$ cat src/rtl/mult32_seq_pkg.sv
// Shared constants and FSM state type for the sequential 32x32 multiplier.
package mult32_seq_pkg;

    localparam int OP_WIDTH   = 32;
    localparam int PROD_WIDTH = 2 * OP_WIDTH;
    localparam int CNT_WIDTH  = 5;

    typedef enum logic [1:0] {
        IDLE = 2'd0,
        RUN  = 2'd1,
        FIX  = 2'd2
    } state_e;

endpackage

$ cat src/rtl/mult32_seq_adder32.sv
// 32-bit ripple-style adder with carry-in and carry-out, shared by the multiplier datapath.
module adder32
    import mult32_seq_pkg::*;
(
    input  logic [OP_WIDTH-1:0] a_i,
    input  logic [OP_WIDTH-1:0] b_i,
    input  logic                cin_i,
    output logic [OP_WIDTH-1:0] sum_o,
    output logic                cout_o
);

    assign {cout_o, sum_o} = {1'b0, a_i} + {1'b0, b_i} + {{OP_WIDTH{1'b0}}, cin_i};

endmodule

$ cat src/rtl/mult32_seq.sv
// Sequential shift-add 32x32 multiplier (MIPS mult/multu): 32 add/shift cycles on
// operand magnitudes, then one cycle of sign correction that commits {HI,LO}.
module mult32_seq
    import mult32_seq_pkg::*;
#(
    parameter int WIDTH = OP_WIDTH
) (
    input  logic             clk,
    input  logic             reset_n,
    input  logic             start,
    input  logic             is_signed,
    input  logic [WIDTH-1:0] A,
    input  logic [WIDTH-1:0] B,
    output logic             busy,
    output logic             done,
    output logic [WIDTH-1:0] HI,
    output logic [WIDTH-1:0] LO
);

    state_e                state_q, state_d;
    logic [OP_WIDTH-1:0]   mcand_q, mcand_d;
    logic [OP_WIDTH-1:0]   mplier_q, mplier_d;
    logic [PROD_WIDTH-1:0] acc_q, acc_d;
    logic [CNT_WIDTH-1:0]  cnt_q, cnt_d;
    logic                  sign_q, sign_d;
    logic [OP_WIDTH-1:0]   hi_q, hi_d;
    logic [OP_WIDTH-1:0]   lo_q, lo_d;
    logic                  done_q, done_d;

    logic [OP_WIDTH-1:0] a_inv_plus1, b_inv_plus1;
    logic [OP_WIDTH-1:0] mag_a, mag_b;
    logic [OP_WIDTH-1:0] pp_addend, pp_sum;
    logic                pp_cout;
    logic [OP_WIDTH-1:0] neg_lo, neg_hi;
    logic                neg_lo_cout;
    logic                a_cout, b_cout, neg_hi_cout;
    logic                unused_carries;

    // Magnitudes by invert-plus-one; 0x80000000 maps onto itself, read as unsigned.
    adder32 u_mag_a (
        .a_i    (~A),
        .b_i    ('0),
        .cin_i  (1'b1),
        .sum_o  (a_inv_plus1),
        .cout_o (a_cout)
    );

    adder32 u_mag_b (
        .a_i    (~B),
        .b_i    ('0),
        .cin_i  (1'b1),
        .sum_o  (b_inv_plus1),
        .cout_o (b_cout)
    );

    assign mag_a = (is_signed && A[OP_WIDTH-1]) ? a_inv_plus1 : A;
    assign mag_b = (is_signed && B[OP_WIDTH-1]) ? b_inv_plus1 : B;

    assign pp_addend = mplier_q[0] ? mcand_q : '0;

    adder32 u_pp (
        .a_i    (acc_q[PROD_WIDTH-1:OP_WIDTH]),
        .b_i    (pp_addend),
        .cin_i  (1'b0),
        .sum_o  (pp_sum),
        .cout_o (pp_cout)
    );

    // 64-bit two's-complement negation of the accumulator, carry chained between halves.
    adder32 u_neg_lo (
        .a_i    (~acc_q[OP_WIDTH-1:0]),
        .b_i    ('0),
        .cin_i  (1'b1),
        .sum_o  (neg_lo),
        .cout_o (neg_lo_cout)
    );

    adder32 u_neg_hi (
        .a_i    (~acc_q[PROD_WIDTH-1:OP_WIDTH]),
        .b_i    ('0),
        .cin_i  (neg_lo_cout),
        .sum_o  (neg_hi),
        .cout_o (neg_hi_cout)
    );

    assign unused_carries = a_cout ^ b_cout ^ neg_hi_cout;

    always_comb begin
        // NOTE: every next-state signal gets a default first so no path leaves it unassigned (no latches).
        state_d  = state_q;
        mcand_d  = mcand_q;
        mplier_d = mplier_q;
        acc_d    = acc_q;
        cnt_d    = cnt_q;
        sign_d   = sign_q;
        hi_d     = hi_q;
        lo_d     = lo_q;
        done_d   = 1'b0;

        case (state_q)
            IDLE: begin
                if (start) begin
                    mcand_d  = mag_a;
                    mplier_d = mag_b;
                    sign_d   = is_signed & (A[OP_WIDTH-1] ^ B[OP_WIDTH-1]);
                    acc_d    = '0;
                    cnt_d    = '0;
                    state_d  = RUN;
                end
            end
            RUN: begin
                // Shift {carry, sum, acc_lo, mplier} right by one; product bits collect in acc.
                acc_d    = {pp_cout, pp_sum, acc_q[OP_WIDTH-1:1]};
                mplier_d = {acc_q[0], mplier_q[OP_WIDTH-1:1]};
                cnt_d    = cnt_q + 5'd1;
                if (cnt_q == 5'd31) begin
                    state_d = FIX;
                end
            end
            FIX: begin
                {hi_d, lo_d} = sign_q ? {neg_hi, neg_lo} : acc_q;
                done_d       = 1'b1;
                state_d      = IDLE;
            end
            default: begin
                state_d = IDLE;
            end
        endcase
    end

    // NOTE: sequential state uses non-blocking assignments so all registers update together at the edge.
    always_ff @(posedge clk or negedge reset_n) begin
        if (!reset_n) begin
            state_q  <= IDLE;
            mcand_q  <= '0;
            mplier_q <= '0;
            acc_q    <= '0;
            cnt_q    <= '0;
            sign_q   <= 1'b0;
            hi_q     <= '0;
            lo_q     <= '0;
            done_q   <= 1'b0;
        end else begin
            state_q  <= state_d;
            mcand_q  <= mcand_d;
            mplier_q <= mplier_d;
            acc_q    <= acc_d;
            cnt_q    <= cnt_d;
            sign_q   <= sign_d;
            hi_q     <= hi_d;
            lo_q     <= lo_d;
            done_q   <= done_d;
        end
    end

    assign busy = (state_q != IDLE);
    assign done = done_q;
    assign HI   = hi_q;
    assign LO   = lo_q;

endmodule
$ cat config.mk
export PLATFORM = sky130hd
export DESIGN_NAME = mult32_seq
export DESIGN_NICKNAME = d
export VERILOG_FILES = /design/src/rtl/mult32_seq_pkg.sv /design/src/rtl/mult32_seq_adder32.sv /design/src/rtl/mult32_seq.sv
export SDC_FILE = /design/constraint.sdc
export NUM_CORES = 1
export LEC_CHECK = 0
export ABC_AREA = 1
export CORE_ASPECT_RATIO = 0.7
export CORE_MARGIN = 5
export CORE_UTILIZATION = 30
export CTS_BUF_LIST = sky130_fd_sc_hd__clkbuf_8 sky130_fd_sc_hd__clkbuf_16
export DETAILED_ROUTE_END_ITERATION = 8
export GPL_ROUTABILITY_DRIVEN = 0
export GPL_TIMING_DRIVEN = 0
export MAX_ROUTING_LAYER = met4
export PLACE_DENSITY = 0.61
export SKIP_CTS_REPAIR_TIMING = 1
export SYNTH_ARGS = -nofsm -noshare
export SYNTH_HDL_FRONTEND = slang
export SYNTH_SLANG_ARGS = --single-unit
export TNS_END_PERCENT = 30
$ cat constraint.sdc
create_clock -name clk -period 2.7 [get_ports clk]
set_input_delay 0.27 -clock clk [delete_from_list [all_inputs] [get_ports clk]]
set_output_delay 0.27 -clock clk [all_outputs]
set_load 0.01 [all_outputs]
==> results of run 1 <==
[placed cells by master (no fill, tap or decap), types with 10 or more instances in the layout]
cell type        count
nand2_1            671
nor2_2              10
ha_1                35
inv_1              258
o22ai_1             38
buf_2               30
nand3_2             15
clkdlybuf4s50_1    132
o21ai_1             20
inv_2               19
buf_4               21
a21oi_1             49
o21ai_0            120
nor3_1              12
nand2_2             10
a22oi_1             27
nor2_1             159
nor2_4              12
nand4_1             26
dfrtp_1            198
clkbuf_16           22
nand3_1            154
xor2_1              55
clkbuf_1            19
[power groups by stage]
stage	Clock, W	Combinational [W]	Sequential (W)
2_1_floorplan	0	0.00698	0.00485
3_3_place_gp	0	0.00951	0.00519
5_1_grt	0.00315	0.0116	0.00538
3_5_place_dp	0	0.00974	0.00523
6_report	0.00297	0.0104	0.00527
4_1_cts	0.00305	0.00978	0.00519
[cells in the mapped netlist (all sizes together)]
master,n
a22oi,27
inv,275
xor2,57
or3,1
nor3,15
a22o,2
a21boi,1
or2,4
nand3b,7
and2,2
o21ai,144
a21oi,49
nand3,170
fa,1
and3,1
xnor2,4
buf,39
o211ai,2
nor2,181
nand2,681
ha,39
nor4,1
o21bai,3
dfrtp,201
o31ai,5
clkbuf,23
nand4,28
a31oi,6
o32ai,1
a21o,1
o22ai,38
[flip-flops by register name (all words and copies together), names as in the netlist]
name and cells:
mplier_q 32, acc_q 64, state_q 2, HI 32, sign_q 1, cnt_q 5, LO 32, mcand_q 32
done 1
[worst max-delay path: cells and delay by family (launching register included)]
kind / cells / cell delay (ps)
simple gates: 10 / 1590
flops: 1 / 430
compound gates: 1 / 220
buf+inv: 1 / 80
fa+ha+maj: 3 / 570
[metal layers]
layer	GRT usage, %	routed length (um)	up-vias	share of wire [%]
li1	-	-	6779	-
met1	27.7	22400	6399	50
met2	24.5	17900	543	40
met3	3.17	3810	51	8.5
met4	2.65	650	0	1.5
met5	-	0	-	0
[kinds of logic (layout without fill, tap and decap cells)]
group                      Yosys count  in the layout  share of synthesized area, %
AOI/OAI and AO/OA                  279            279                          11.6
other                                0              1                             0
xor gates and xnor gates            61             61                          3.92
adders and majority gates           40             40                          3.73
and+or+nand+nor                   1091           1091                          34.1
buffers and inverters              337            522                          9.73
DFF                                201            201                          36.9
[cell type report]
cell class	instances	area, sq um	area share, %
multi-input cells	1471	7410	44.3
flip-flops and latches	201	5030	30.1
repair buffers	152	1500	8.98
inverters	275	1030	6.19
well taps	603	754	4.51
clock buffers	27	619	3.70
plain buffers	61	299	1.79
clock inverters	7	71.3	0.426
diodes	1	2.50	0.0150
[final timing paths]
| check | start | to | slack (ps) | cells past startpoint |
|---|---|---|---|---|
| setup / recovery | acc_q[0] | HI[30] | -300 | 15 |
| hold / removal | reset_n | LO[18] | 330 | 2 |
| setup reg to reg | acc_q[0] | HI[30] | -300 | 15 |
| hold reg to reg | HI[21] | HI[21] | 480 | 2 |
| max in group asynchronous | reset_n | mplier_q[0] | 1180 | 3 |
| min in group clk | A[19] | mcand_q[19] | 420 | 3 |
[through the flow]
step                setup TNS (ps)  utilization (%)  cell area, sq um  power [W]  worst slack [ps]
floorplan                        0                -             13600     0.0118               161
global placement          -1475130             34.9             15700     0.0147             -7320
detailed placement          -14920             35.0             15700     0.0150              -641
CTS                         -15480             36.5             16400     0.0180              -647
global route                 -6600             37.2             16700     0.0201              -453
finish                       -2820             37.2             16700     0.0186              -299
==> results.md, run 1 <==
- Outcome: complete, but fails checks
- Number of synthesized register bits: around 200
- Worst-path clk slew: roughly 60 ps
- Cells after synthesis: between 2000 and 2500
- Required @ worst endpoint: between 3000 and 4000 ps
- CTS tree: yes
- Yosys cell types: 46
- Pint: about 0.0095 W
- Hold Slack: 333 ps
- Final WS setup: -299 ps
- Global Route Usage Sum: between 15 and 20%
- Initial antenna violation count: 1
- Yosys top cell area share: 36.9%
- Net load switching power: 0.00913 W
- RSZ-0062 raised after global routing: true
- Peak VDD IR: between 400 and 500 uV
- Placement row count: 65
- Flop pwr share: between 20% and 30%
- Initial Utilization: a little under a third
- Ys Warns: 0
- I/O Buffers: 133
- Sw frac: 49.0%
- Final ANT Viol Nets: 0
- First-pass GRT wire length: ~71 mm
- Largest net degree at the start of global routing: 117
- Synth area leader: dfrtp_1
- WL per Instance: 16.0 um
- CP Data Arrival Time: approximately 3400 ps
- Via count: 13800
- Area Overhead vs Synth: 22.8%
- Avg Cell Area, Syn: between 6 and 7 sq um
- Worst Path Max Fanout: 5
- Max-Cap Viols: 0
- Register area share after synthesis: a little under two fifths
- Core Region: 45000 sq um
- DRT Pass-1 Iters: 6
- Layout cells sized above 1: about 8.1%
- CP Class: reg2reg
- Worst min-delay path class: in2async
- Gate power share: a little under three fifths
- Number of H-tree levels: 1
- Clk root buf: clkbuf_16
- DIE AREA: about 50000 sq um
- Crit path cell chain: inv_4, ha_4, nand4_4, nor2_4, nand4_4, nor4_4, ha_2, ha_4, nand3_4, o21ai_4, nand4_1, nor2_4, nand3_1, nand3_1, nand2_1
- Dpl cells: roughly 2700
- Vias per Instance: approximately 5
- Clock power share: 16.0%
- Initial drt markers: around 1600
- Die Width: around 260 um
- CP endpoint kind: flop
- Worst-Margin Slew: approximately 800 ps
- Clock sink total: roughly 200
- Syn Nets: ~2100
- Total CTS buffers: 22
- Pwr per Cell Area: around 1100 nW/um^2
- Layout filler cell count: 4734
- Clk buf depth: 3
- Final #Nets: 2292
- F_max: between 300 and 400 MHz
- Detailed-route wire length: 44.8 mm
- Chip height: 188 um
- Dpl hpwl: roughly 35 mm
- Clock Latency Late Sink: between 500 and 600 ps
- Area contributors post-synth: dfrtp_1 (37%), nand2_1 (19%), inv_1 (7.2%), nand3_1 (5.9%), o21ai_0 (4.6%)
- Setup Viol. Count Final: 23
- Crit-path max cell delay: around 430 ps
- Leakage: 8.43 nW
- Number of global-route vias before repair: about 13000
- Slowest cell on crit path: dfrtp_2
- Final Non-Filler Cells: around 2800
- Clock Skew: about 28 ps
- Io pins: 134
- Period utilisation layout: 111%
- Netlist Area Pre-Place: 13600 sq um
- Failing checks: setup timing
- Slew Limit Fails: 0
- DRC: 0
- Slew headroom: around 47%
- GRT Residual Overflow: 0
- Final hold viol count: 0
- Fin crit period: around 3000 ps
- CP startpoint kind: flop
Note: power is estimated with default switching activity, not from simulation.
==> run 2, diff against run 1 <==
Settings changed: REMOVE_ABC_BUFFERS set to 1.
==> results.md, run 2 (synthesis results as in run 1) <==
- DRC: 0 (unchanged)
- Die Width: 265 um (unchanged)
- Biggest register: acc_q (unchanged)
- Period utilisation layout: 109% (was 111%)
- Final Non-Filler Cells: 2752 (was 2798)
- Detailed-route wire length: 41.4 mm (was 44.8 mm)
- Commonest cells after routing, fill and taps aside: nand2_1 (672), inv_1 (263), dfrtp_1 (198) (was nand2_1 (671), inv_1 (258), dfrtp_1 (198))
- Worst min-delay path class: in2async (unchanged)
- Clk buf depth: 3 (unchanged)
- Cell depth of the worst flop-to-flop path: 16 (was 15)
- WL per Instance: 15.0 um (was 16.0 um)
- Required @ worst endpoint: 3180 ps (was 3120 ps)
- Peak VDD IR: 510 uV (was 438 uV)
- Layout filler cell count: 4705 (was 4734)
- CP endpoint kind: flop (unchanged)
- Total CTS buffers: 23 (was 22)
- Initial antenna violation count: 0 (was 1)
- I/O Buffers: 133 (unchanged)
- Max reg flops: 64 (unchanged)
- R2r startpoint: acc_q[0] (unchanged)
- Design Area, Final: 16600 sq um (was 16700 sq um)
- Worst Path Max Fanout: 5 (unchanged)
- CP Class: reg2reg (unchanged)
- Slew Limit Fails: 0 (unchanged)
- DRT Pass-1 Iters: 6 (unchanged)
- Outcome: complete, but fails checks (unchanged)
- Clock Skew: 21.3 ps (was 28.1 ps)
- Final WS setup: -238 ps (was -299 ps)
- Leakage: 8.36 nW (was 8.43 nW)
- Fin crit period: 2940 ps (was 3000 ps)
- Chip height: 188 um (unchanged)
- Clk root buf: clkbuf_16 (unchanged)
- DIE AREA: 49800 sq um (unchanged)
- Commonest non-fill, non-tap cell in the layout: nand2_1 (unchanged)
- First-pass GRT wire length: 66.0 mm (was 70.7 mm)
- Clock Latency Late Sink: 550 ps (was 540 ps)
- RSZ-0062 raised after global routing: true (unchanged)
- Layout cells sized above 1: 6.65% (was 8.07%)
- Number of H-tree levels: 1 (unchanged)
- CTS tree: yes (unchanged)
- Dpl hpwl: 30.7 mm (was 35.2 mm)
- Worst-path clk slew: 60 ps (about the same)
- Core Region: 45000 sq um (unchanged)
- CP Data Arrival Time: 3420 ps (about the same)
- Final #Nets: 2240 (was 2292)
- Setup Viol. Count Final: 19 (was 23)
- Pwr per Cell Area: 1110 nW/um^2 (about the same)
- Placed Area: 15600 sq um (was 15700 sq um)
- Initial drt markers: 1077 (was 1597)
- Initial Utilization: 30.3% (unchanged)
- FF-to-FF setup slack: -240 ps (was -300 ps)
- Area Overhead vs Synth: 22.2% (was 22.8%)
- Clock sink total: 201 (unchanged)
- Slew headroom: 36.8% (was 46.9%)
- Max-Cap Viols: 0 (unchanged)
- GRT Residual Overflow: 0 (unchanged)
- Final ANT Viol Nets: 0 (unchanged)
- Placement row count: 65 (unchanged)
- Vias per Instance: 4.80 (was 4.92)
- N_diodes: 0 (was 1)
- Largest net degree at the start of global routing: 115 (was 117)
- Worst-Margin Slew: 948 ps (was 797 ps)
- CP startpoint kind: flop (unchanged)
- Worst r2r dst: HI[30] (unchanged)
- Global Route Usage Sum: 16.4% (was 17.8%)
- Io pins: 134 (unchanged)
- Dpl cells: 2689 (was 2746)
- Final hold viol count: 0 (unchanged)
- Failing checks: setup timing (unchanged)
- Number of global-route vias before repair: 12200 (was 12900)
- Via count: 13200 (was 13800)
- F_max: 340 MHz (was 333 MHz)
[run 2: cell type report]
class | instances | area, sq um | share of cell area [%]
Sequential cell | 201 | 5040 | 30.3
Clock inverter | 14 | 135 | 0.812
Multi-Input combinational cell | 1473 | 7400 | 44.5
Tap cell | 603 | 754 | 4.53
Clock buffer | 28 | 644 | 3.87
Inverter | 275 | 1040 | 6.27
Timing Repair Buffer | 158 | 1630 | 9.81
[run 2: per-layer routing]
layer  up-vias  track usage, %  share of wire (%)
met5         -               -                  0
met4         0            3.04                1.7
met3        57            2.09                6.5
met2       409            22.1                 39
met1      6047            26.2                 52
li1       6690               -                  -
[run 2: where the power goes]
| group | switching (W) | internal [W] | leakage [nW] | total [W] |
|---|---|---|---|---|
| logic | 0.00642 | 0.00352 | 5.47 | 0.00994 |
| registers | 0.00108 | 0.00414 | 2.49 | 0.00521 |
| clock network | 0.00135 | 0.00190 | 0.404 | 0.00324 |
| total | 0.00884 | 0.00956 | 8.36 | 0.0184 |
[run 2: how the worst max path moves through the flow]
stage,from,endpoint,slack [ps]
2_1_floorplan,state_q[0],acc_q[35],-610
3_3_place_gp,reset_n,mplier_q[23],-7480
3_5_place_dp,start,acc_q[63],-1030
4_1_cts,state_q[0],acc_q[40],-1000
5_1_grt,acc_q[3],HI[30],-450
6_report,acc_q[0],HI[30],-240
[run 2: worst max-delay path: stages (launching register included)]
cell and delay, ps:
dfrtp_2 420, inv_4 90, ha_4 140, nand4_4 100, nor2_4 230, nand4_4 140, nor4_4 280, ha_2 260
ha_4 150, nand3_4 70, o21ai_4 210, nand4_1 260, nor2_4 250, nand2_1 70, nand2_1 80, nand3_2 70
nand2_2 70
[run 2: per-stage QoR]
step                      setup TNS (ps)  utilization (%)  total power, W  setup slack, ps  hold WS (ps)
final                              -1650             37.0          0.0184             -238           355
after global routing               -7010             37.0          0.0201             -449           380
after CTS                         -73750             36.3          0.0179             -998          -189
after detailed placement          -74550             34.6          0.0146            -1030           389
after global placement          -1816070             34.3          0.0143            -7480           464
after floorplan                   -34600                -          0.0116             -613         -25.6
